File: src/rtl/vx_csr_rmw_ctrl_if.sv
// Bundle of request, CSR read/write port and response signals for the CSR read-modify-write initiator.
interface vx_csr_rmw_ctrl_if #(
    parameter int CSR_ADDR_BITS = 12,
    parameter int NW_BITS       = 2,
    parameter int UUID_BITS     = 44
);
    logic                     req_valid;
    logic                     req_ready;
    logic [UUID_BITS-1:0]     req_uuid;
    logic [NW_BITS-1:0]       req_wid;
    logic [CSR_ADDR_BITS-1:0] req_addr;
    logic [1:0]               req_op;
    logic                     req_use_imm;
    logic [4:0]               req_imm;
    logic [31:0]              req_rs1_data;
    logic                     req_rd_nz;

    logic                     read_enable;
    logic [UUID_BITS-1:0]     read_uuid;
    logic [CSR_ADDR_BITS-1:0] read_addr;
    logic [NW_BITS-1:0]       read_wid;
    logic [31:0]              read_data;

    logic                     write_enable;
    logic [UUID_BITS-1:0]     write_uuid;
    logic [CSR_ADDR_BITS-1:0] write_addr;
    logic [NW_BITS-1:0]       write_wid;
    logic [31:0]              write_data;

    logic                     rsp_valid;
    logic                     rsp_ready;
    logic [UUID_BITS-1:0]     rsp_uuid;
    logic [NW_BITS-1:0]       rsp_wid;
    logic [31:0]              rsp_data;
    logic                     rsp_illegal;

    logic                     busy;

    modport master (
        input  req_valid, req_uuid, req_wid, req_addr, req_op, req_use_imm, req_imm,
               req_rs1_data, req_rd_nz, read_data, rsp_ready,
        output req_ready, read_enable, read_uuid, read_addr, read_wid,
               write_enable, write_uuid, write_addr, write_wid, write_data,
               rsp_valid, rsp_uuid, rsp_wid, rsp_data, rsp_illegal, busy
    );

    modport slave (
        output req_valid, req_uuid, req_wid, req_addr, req_op, req_use_imm, req_imm,
               req_rs1_data, req_rd_nz, read_data, rsp_ready,
        input  req_ready, read_enable, read_uuid, read_addr, read_wid,
               write_enable, write_uuid, write_addr, write_wid, write_data,
               rsp_valid, rsp_uuid, rsp_wid, rsp_data, rsp_illegal, busy
    );
endinterface

File: src/rtl/vx_csr_rmw_ctrl.sv
// CSR read-modify-write initiator: accepts one CSRRW/CSRRS/CSRRC at a time, reads the CSR,
// optionally writes the modified value, and returns the old value as the rd response.
module vx_csr_rmw_ctrl #(
    parameter int CSR_ADDR_BITS = 12,
    parameter int NW_BITS       = 2,
    parameter int UUID_BITS     = 44
) (
    input  logic                  clk,
    input  logic                  reset_n,
    vx_csr_rmw_ctrl_if.master     bus
);
    typedef enum logic [1:0] {
        ST_IDLE  = 2'd0,
        ST_READ  = 2'd1,
        ST_WRITE = 2'd2,
        ST_RESP  = 2'd3
    } state_e;

    localparam logic [1:0] OP_ILL = 2'b00;
    localparam logic [1:0] OP_RW  = 2'b01;
    localparam logic [1:0] OP_RS  = 2'b10;
    localparam logic [1:0] OP_RC  = 2'b11;

    state_e                   state_q, state_d;
    logic                     ready_q;
    logic [UUID_BITS-1:0]     uuid_q;
    logic [NW_BITS-1:0]       wid_q;
    logic [CSR_ADDR_BITS-1:0] addr_q;
    logic [1:0]               op_q;
    logic [31:0]              src_q;
    logic                     do_read_q;
    logic                     do_write_q;
    logic [31:0]              old_q;
    logic [31:0]              new_q;
    logic                     illegal_q;

    logic                     accept_s;
    logic                     ro_s;
    logic                     wr_s;
    logic                     ill_s;
    logic [31:0]              old_s;

    function automatic logic [31:0] calc_new(input logic [1:0] op, input logic [31:0] old_v,
                                             input logic [31:0] src_v);
        logic [31:0] res;
        case (op)
            OP_RW:   res = src_v;
            OP_RS:   res = old_v | src_v;
            OP_RC:   res = old_v & ~src_v;
            default: res = 32'h0000_0000;
        endcase
        return res;
    endfunction

    // ready_q mirrors "next state is IDLE" so it stays low while reset_n is asserted.
    assign accept_s = bus.req_valid && ready_q;
    assign ro_s     = (addr_q[CSR_ADDR_BITS-1 -: 2] == 2'b11);
    assign wr_s     = do_write_q && !ro_s;
    assign ill_s    = (op_q == OP_ILL) || (ro_s && do_write_q);
    assign old_s    = do_read_q ? bus.read_data : 32'h0000_0000;

    // State register and registered request-ready.
    always_ff @(posedge clk or negedge reset_n) begin
        if (!reset_n) begin
            state_q <= ST_IDLE;
            ready_q <= 1'b0;
        end else begin
            state_q <= state_d;
            ready_q <= (state_d == ST_IDLE);
        end
    end

    // Request latches at accept; old/new/illegal captured in the READ cycle.
    always_ff @(posedge clk or negedge reset_n) begin
        if (!reset_n) begin
            uuid_q     <= '0;
            wid_q      <= '0;
            addr_q     <= '0;
            op_q       <= 2'b00;
            src_q      <= 32'h0000_0000;
            do_read_q  <= 1'b0;
            do_write_q <= 1'b0;
            old_q      <= 32'h0000_0000;
            new_q      <= 32'h0000_0000;
            illegal_q  <= 1'b0;
        end else if (accept_s) begin
            uuid_q     <= bus.req_uuid;
            wid_q      <= bus.req_wid;
            addr_q     <= bus.req_addr;
            op_q       <= bus.req_op;
            src_q      <= bus.req_use_imm ? {27'd0, bus.req_imm} : bus.req_rs1_data;
            do_read_q  <= (bus.req_op != OP_ILL) && !((bus.req_op == OP_RW) && !bus.req_rd_nz);
            // A zero rs1 index or zero immediate suppresses the write for RS/RC.
            do_write_q <= (bus.req_op == OP_RW) ||
                          ((bus.req_op != OP_ILL) && (bus.req_imm != 5'd0));
        end else if (state_q == ST_READ) begin
            old_q      <= old_s;
            new_q      <= calc_new(op_q, old_s, src_q);
            illegal_q  <= ill_s;
            do_write_q <= wr_s;
        end
    end

    // Next-state logic.
    always_comb begin
        state_d = state_q;
        case (state_q)
            ST_IDLE:  if (accept_s) state_d = ST_READ; else state_d = ST_IDLE;
            ST_READ:  if (wr_s) state_d = ST_WRITE; else state_d = ST_RESP;
            ST_WRITE: state_d = ST_RESP;
            ST_RESP:  if (bus.rsp_ready) state_d = ST_IDLE; else state_d = ST_RESP;
            default:  state_d = ST_IDLE;
        endcase
    end

    // Output decode from state and latched fields; strobes fall with the async reset.
    always_comb begin
        bus.req_ready    = ready_q;
        bus.busy         = (state_q != ST_IDLE);
        bus.read_enable  = (state_q == ST_READ) && do_read_q;
        bus.read_uuid    = uuid_q;
        bus.read_addr    = addr_q;
        bus.read_wid     = wid_q;
        bus.write_enable = (state_q == ST_WRITE);
        bus.write_uuid   = uuid_q;
        bus.write_addr   = addr_q;
        bus.write_wid    = wid_q;
        bus.write_data   = new_q;
        bus.rsp_valid    = (state_q == ST_RESP);
        bus.rsp_uuid     = uuid_q;
        bus.rsp_wid      = wid_q;
        bus.rsp_data     = old_q;
        bus.rsp_illegal  = illegal_q;
    end
endmodule

File: src/flat_wrapper.sv
// flat-port wrapper written by rule: the top's interface ports become plain ports
module vx_csr_rmw_ctrl_flat 
#(
    parameter int CSR_ADDR_BITS = 12,
    parameter int NW_BITS       = 2,
    parameter int UUID_BITS     = 44
)
  (clk, reset_n, bus_req_valid, bus_req_uuid, bus_req_wid, bus_req_addr, bus_req_op, bus_req_use_imm, bus_req_imm, bus_req_rs1_data, bus_req_rd_nz, bus_read_data, bus_rsp_ready, bus_req_ready, bus_read_enable, bus_read_uuid, bus_read_addr, bus_read_wid, bus_write_enable, bus_write_uuid, bus_write_addr, bus_write_wid, bus_write_data, bus_rsp_valid, bus_rsp_uuid, bus_rsp_wid, bus_rsp_data, bus_rsp_illegal, bus_busy);
  vx_csr_rmw_ctrl_if #(.CSR_ADDR_BITS(CSR_ADDR_BITS), .NW_BITS(NW_BITS), .UUID_BITS(UUID_BITS)) bus_i ();
  input  logic clk;
  input  logic reset_n;
  input wire logic [$bits(bus_i.req_valid)-1:0] bus_req_valid;
  input wire logic [$bits(bus_i.req_uuid)-1:0] bus_req_uuid;
  input wire logic [$bits(bus_i.req_wid)-1:0] bus_req_wid;
  input wire logic [$bits(bus_i.req_addr)-1:0] bus_req_addr;
  input wire logic [$bits(bus_i.req_op)-1:0] bus_req_op;
  input wire logic [$bits(bus_i.req_use_imm)-1:0] bus_req_use_imm;
  input wire logic [$bits(bus_i.req_imm)-1:0] bus_req_imm;
  input wire logic [$bits(bus_i.req_rs1_data)-1:0] bus_req_rs1_data;
  input wire logic [$bits(bus_i.req_rd_nz)-1:0] bus_req_rd_nz;
  input wire logic [$bits(bus_i.read_data)-1:0] bus_read_data;
  input wire logic [$bits(bus_i.rsp_ready)-1:0] bus_rsp_ready;
  output wire logic [$bits(bus_i.req_ready)-1:0] bus_req_ready;
  output wire logic [$bits(bus_i.read_enable)-1:0] bus_read_enable;
  output wire logic [$bits(bus_i.read_uuid)-1:0] bus_read_uuid;
  output wire logic [$bits(bus_i.read_addr)-1:0] bus_read_addr;
  output wire logic [$bits(bus_i.read_wid)-1:0] bus_read_wid;
  output wire logic [$bits(bus_i.write_enable)-1:0] bus_write_enable;
  output wire logic [$bits(bus_i.write_uuid)-1:0] bus_write_uuid;
  output wire logic [$bits(bus_i.write_addr)-1:0] bus_write_addr;
  output wire logic [$bits(bus_i.write_wid)-1:0] bus_write_wid;
  output wire logic [$bits(bus_i.write_data)-1:0] bus_write_data;
  output wire logic [$bits(bus_i.rsp_valid)-1:0] bus_rsp_valid;
  output wire logic [$bits(bus_i.rsp_uuid)-1:0] bus_rsp_uuid;
  output wire logic [$bits(bus_i.rsp_wid)-1:0] bus_rsp_wid;
  output wire logic [$bits(bus_i.rsp_data)-1:0] bus_rsp_data;
  output wire logic [$bits(bus_i.rsp_illegal)-1:0] bus_rsp_illegal;
  output wire logic [$bits(bus_i.busy)-1:0] bus_busy;
  assign bus_i.req_valid = bus_req_valid;
  assign bus_i.req_uuid = bus_req_uuid;
  assign bus_i.req_wid = bus_req_wid;
  assign bus_i.req_addr = bus_req_addr;
  assign bus_i.req_op = bus_req_op;
  assign bus_i.req_use_imm = bus_req_use_imm;
  assign bus_i.req_imm = bus_req_imm;
  assign bus_i.req_rs1_data = bus_req_rs1_data;
  assign bus_i.req_rd_nz = bus_req_rd_nz;
  assign bus_i.read_data = bus_read_data;
  assign bus_i.rsp_ready = bus_rsp_ready;
  assign bus_req_ready = bus_i.req_ready;
  assign bus_read_enable = bus_i.read_enable;
  assign bus_read_uuid = bus_i.read_uuid;
  assign bus_read_addr = bus_i.read_addr;
  assign bus_read_wid = bus_i.read_wid;
  assign bus_write_enable = bus_i.write_enable;
  assign bus_write_uuid = bus_i.write_uuid;
  assign bus_write_addr = bus_i.write_addr;
  assign bus_write_wid = bus_i.write_wid;
  assign bus_write_data = bus_i.write_data;
  assign bus_rsp_valid = bus_i.rsp_valid;
  assign bus_rsp_uuid = bus_i.rsp_uuid;
  assign bus_rsp_wid = bus_i.rsp_wid;
  assign bus_rsp_data = bus_i.rsp_data;
  assign bus_rsp_illegal = bus_i.rsp_illegal;
  assign bus_busy = bus_i.busy;
  vx_csr_rmw_ctrl #(.CSR_ADDR_BITS(CSR_ADDR_BITS), .NW_BITS(NW_BITS), .UUID_BITS(UUID_BITS)) u_core (.clk(clk), .reset_n(reset_n), .bus(bus_i));
endmodule
File: config.mk
export PLATFORM = sky130hd
export DESIGN_NAME = vx_csr_rmw_ctrl_flat
export DESIGN_NICKNAME = d
export VERILOG_FILES = /design/src/rtl/vx_csr_rmw_ctrl_if.sv /design/src/rtl/vx_csr_rmw_ctrl.sv /design/src/flat_wrapper.sv
export SDC_FILE = /design/constraint.sdc
export NUM_CORES = 1
export LEC_CHECK = 0
export ABC_CLOCK_PERIOD_IN_PS = 3300
export CORE_MARGIN = 1.5
export CORE_UTILIZATION = 34
export DETAILED_ROUTE_END_ITERATION = 10
export PLACE_DENSITY = 0.68
export SLEW_MARGIN = 10
export SYNTH_ARGS = -nofsm -noshare
export SYNTH_HDL_FRONTEND = slang
export SYNTH_SLANG_ARGS = --single-unit
export TNS_END_PERCENT = 50
File: constraint.sdc
create_clock -name clk -period 3.3 [get_ports clk]
set_input_delay 0.33 -clock clk [delete_from_list [all_inputs] [get_ports clk]]
set_output_delay 0.33 -clock clk [all_outputs]
set_load 0.02 [all_outputs]
* Word-level counts from Yosys, hierarchy flattened
Index checks and enable logic that the tools add are counted.
Storage, ports and cells: flip-flop bits (word level) 162, latch bits 0, bits in writable memories 0, bits in read-only memories 0, input bits 135, output and inout port bits 232, memories 0
Operators by class: add/subtract/negate cells 0, multiply operators 0, div/mod/pow operators 0, magnitude comparators 0, equality and inequality tests 8, shift operators 0, muxes and demuxes 9, bitwise gates (word level) 4, reduce and logical (&&, ||, !) cells 20
Operators by type and width (number):
- case mux 32 bit (3 select lines) | 1
- 2-to-1 mux 32 bit | 2
- AND 32 bit | 1
- NOT 32 bit | 1
- bitwise OR 32 bit | 1
- equality test 2 bit (second input constant) | 5
- case mux 2 bit (4 select lines) | 1
- logical AND 1 bit | 7
- equality test 2 x 1 -> 1 bit (second input constant) | 3
- logical NOT 2 bit | 3
- nonzero test 2 bit | 3
- nonzero test 5 bit | 1
- 2-to-1 mux 1 bit | 4
- logical NOT 1 bit | 3
- logical OR 1 bit | 2
- 2-to-1 mux 2 bit | 1
- AND reduction 2 bit | 1
- NOT 1 bit | 1

* Depth between registers and ports, before layout
depth in word-level cells 6, depth in mapped cells 6, gate-level depth less buffers 3

* Least setup slack after synthesis
OpenSTA, ideal clock, no wires.
path type flip-flop to output port, start register u_core.state_q[0], end output bus_read_enable, arrival 1.043 ns, required time 2.970 ns, path slack 1.927 ns, cell stages (with the launch flop) 5, path buffers 2, cell sequence dfrtp_1 -> nor2b_1 -> buf_4 -> buf_4 -> and2_1
Between the ends: word-level cells in the longest chain between the ends 2
Ends and longest elaborated chain:
- start: declaration | line vx_csr_rmw_ctrl.sv:24 | state_e state_q, state_d;
- start signal: assignment | line vx_csr_rmw_ctrl.sv:68 | state_q <= state_d;
- equality test 2 x 1 -> 1 bit | line vx_csr_rmw_ctrl.sv:120 | bus.read_enable = (state_q == ST_READ) && do_read_q;
- logical AND 1 bit | line vx_csr_rmw_ctrl.sv:120
- end: declaration | line flat_wrapper.sv:24 | output wire logic [$bits(bus_i.read_enable)-1:0] bus_read_enable;
Every way passes these cells.

* Worst setup path after layout
start register u_core.do_read_q, end output bus_read_enable
Between the ends: word-level cells in the longest chain between the ends 1
Ends and longest elaborated chain:
- start: declaration | line vx_csr_rmw_ctrl.sv:31 | logic do_read_q;
- start signal: assignment | line vx_csr_rmw_ctrl.sv:92 | do_read_q <= (bus.req_op != OP_ILL) && !((bus.req_op == OP_RW) && !bus.req_rd_nz);
- logical AND 1 bit | line vx_csr_rmw_ctrl.sv:120
Every way passes these cells.

==> results by group <==
Synthesis
  • Synth area leaders: dfrtp_1 51%, nand2_1 14%, buf_4 11%, a31oi_2 4.7%, nand4b_1 3.3%
  • Most common cell in the netlist: nand2_1
  • Post-synth top area cell: dfrtp_1
  • Synth cell count leaders: 302 x nand2_1, 162 x dfrtp_1, 121 x buf_4, 45 x o21ai_0
  • Flops & latches, synth: roughly 160
  • Register area share after synthesis: between 50% and 60%
  • Synth unique cells: 34
  • Cells after synthesis: 859
  • EDFF count, synth: 0
  • Synthesized area: 0.00799 mm^2
  • Synth Flop Type: dfrtp_1
  • Yosys top cell area share: 50.8%
  • Mapped Avg Cell Area: 9.30 um^2
  • Async S/R FF share, synth: 100%
  • Syn nets: 994
  • Number of synthesis warnings: 0

Timing
  • Unrepaired setup endpoints after global routing: no
  • Max-slew headroom: 36.0%
  • Finish-stage setup viols: 0
  • Final Cycle Share: between 70 and 80%
  • Final Max Tran Viols: 0
  • Setup Skew: 0.00784 ns
  • Final WS setup: slightly below 0.9 ns
  • Max Freq: 414 MHz
  • Final TNS setup: 0 ns
  • Tmin final: between 2 and 2.5 ns
  • Worst slew pin tran: 0.958 ns
  • Final hold vios: 0

Hold path
  • Hold Crit Class: in2reg

Placement
  • Routability Congestion: about 0.8
  • Hpwl dp: approximately 18 mm
  • IO Port Bufs: 366
  • Place WS: 1.08 ns
  • DP Area: 0.0110 mm^2

Critical path
  • WS Path Type: reg2out
  • Slowest CP cell: dfrtp_2
  • Critical Path Max Stage Delay: 0.77 ns
  • Worst Path Arrival: about 2.1 ns
  • Crit. End Element: primary output
  • Crit-path cells: and2_1 > clkdlybuf4s50_1
  • Setup crit start kind: flip-flop
  • Worst-path fanout max: 30
  • CP Data Required Time: 2.97 ns

Route
  • DRT Pass-1 Iters: 5
  • Initial DRC Count: 343
  • Routed Antenna Nets: 0
  • Post-route DRC: 0
  • Final WL: 25.8 mm
  • Routed len/inst: 18.2 um
  • Vias: 6763
  • DR vias/cell: between 4 and 5

GRT
  • Initial antenna violation count: 1
  • Number of global-route vias before repair: 6596
  • Largest net degree at the start of global routing: 82
  • First-pass GRT wire length: 39.0 mm
  • All-Layer GR Usage: a little over a fifth
  • Global route total overflow: 0

Die
  • Top-Level Pins: 367
  • Starting Density: 35.0%
  • Die W: 156 um
  • Rows: 55
  • DIE HEIGHT: 156 um
  • Die area: ~0.024 mm^2
  • Core area: 0.0228 mm^2

Clock network
  • Total CTS buffers: 17
  • H-tree levels: 4
  • CTS tree: built
  • # clock sinks: 162
  • Bufs on Longest Clock Path: 2
  • Clk root buf: clkbuf_16
  • Register clock-pin slew on the reported worst setup and hold paths: 0.07 ns
  • Clock Latency Late Sink: roughly 0.42 ns

Flow run
  • Number of max-cap violations: 0

Cells and area
  • # nets final: roughly 1200
  • Area delta synth->final: 45.9%
  • Post-Route Utilization: 51.0%
  • Share of layout cells above drive strength 1: around 7.3%
  • Final instance area: ~0.012 mm^2

Pwr
  • LEAKAGE: 4.99 nW
  • Pwr dens: 1100 mW/mm^2
  • Peak supply drop: 0.468 mV
  • Total power: 0.0129 W

Status
  • Status: completed
critical path, delay by kind of cell, from the launching register on:
kind	cells	cell delay, ns
buffers and inverters	1	0.63
DFF	1	0.77
and+or+nand+nor	1	0.27
routing by layer:
metal  vias to the layer above  share of wire [%]  GRT usage (%)
li1                       3194                  -              -
met1                      3280                 41           25.8
met2                       273                 50           36.0
met3                        16                7.7           6.15
met4                         0                1.5           5.08
met5                         -                  0              0
cells in the final DEF (no fill, tap or decap), types with 3 or more instances in the layout:
cell type,count
bufinv_16,3
nor2b_1,3
o21ai_1,31
a31oi_2,30
dfrtp_1,161
nand2_1,302
inv_6,4
clkdlybuf4s50_1,365
nor2_1,3
clkbuf_16,17
clkinvlp_4,3
nand3b_1,27
a21oi_1,31
nand4b_1,30
mux2i_1,5
o21ai_0,45
clkinv_4,3
buf_4,10
power breakdown:
| part | total [W] | internal [W] | switching, W | leakage (nW) |
|---|---|---|---|---|
| clock | 0.00207 | 0.00121 | 0.000867 | 0.285 |
| combinational | 0.00697 | 0.00311 | 0.00385 | 2.67 |
| sequential | 0.00381 | 0.00293 | 0.000886 | 2.04 |
worst paths after layout:
kind                                    from                        end  slack [ns]  cells after the start
max                         u_core.do_read_q            bus_read_enable        0.89                      2
min                          bus_req_uuid[9]    u_core.bus.read_uuid[9]        0.43                      3
max reg2reg                u_core.state_q[0]    u_core.bus.rsp_data[31]        1.25                      4
min reg2reg                 u_core.src_q[20]           u_core.src_q[20]        0.48                      2
max in group asynchronous            reset_n  u_core.bus.write_data[18]        1.89                      3
min in group asynchronous            reset_n            u_core.src_q[1]        0.51                      2
cells by family (layout without fill, tap and decap cells):
group | after synthesis | count (layout) | synth area share, %
other | 0 | 1 | 0
muxes | 5 | 5 | 0.627
and+or+nand+nor | 381 | 381 | 21.9
xor gates and xnor gates | 1 | 1 | 0.204
AOI/OAI and AO/OA | 146 | 146 | 12.3
buffers and inverters | 164 | 411 | 14.2
DFF | 162 | 162 | 50.8
layout make-up:
type / count / area, um^2
Antenna cell: 1 / 2.50
Clock buffer: 19 / 433
Clock inverter: 13 / 174
Fill cell: 2136 / 11200
Inverter: 1 / 3.75
Multi-Input combinational cell: 533 / 2830
Sequential cell: 162 / 4060
Tap cell: 313 / 392
Timing Repair Buffer: 378 / 3770
sequential cells by signal, summed over array words and instances (netlist names):
| name | flops |
|---|---|
| u_core.src_q | 32 |
| u_core.do_read_q | 1 |
| u_core.bus.read_addr | 12 |
| u_core.bus.rsp_data | 32 |
| u_core.bus.read_wid | 2 |
| u_core.state_q | 2 |
| u_core.op_q | 2 |
| u_core.bus.write_data | 32 |
| u_core.bus.req_ready | 1 |
| u_core.bus.rsp_illegal | 1 |
| u_core.do_write_q | 1 |
| u_core.bus.read_uuid | 44 |
timing repair:
| item | 4_1_cts | 5_1_grt |
|---|---|---|
| hold buffers | 1 | 0 |
| hold endpoints to repair | 28 | 0 |
| gates resized for setup | 0 | 0 |
| endpoints found under the setup margin | 0 | 0 |
| buffers inserted | 0 | 0 |
through the flow:
| stage | instances | hold slack (ns) |
|---|---|---|
| 6_report | 1420 | 0.433 |
| 5_1_grt | 1420 | 0.416 |
| 3_3_place_gp | 1386 | 0.425 |
| 4_1_cts | 1419 | 0.414 |
| 2_1_floorplan | 859 | 0.0344 |
| 3_5_place_dp | 1386 | 0.433 |
Power figures use the tool's default switching activity.
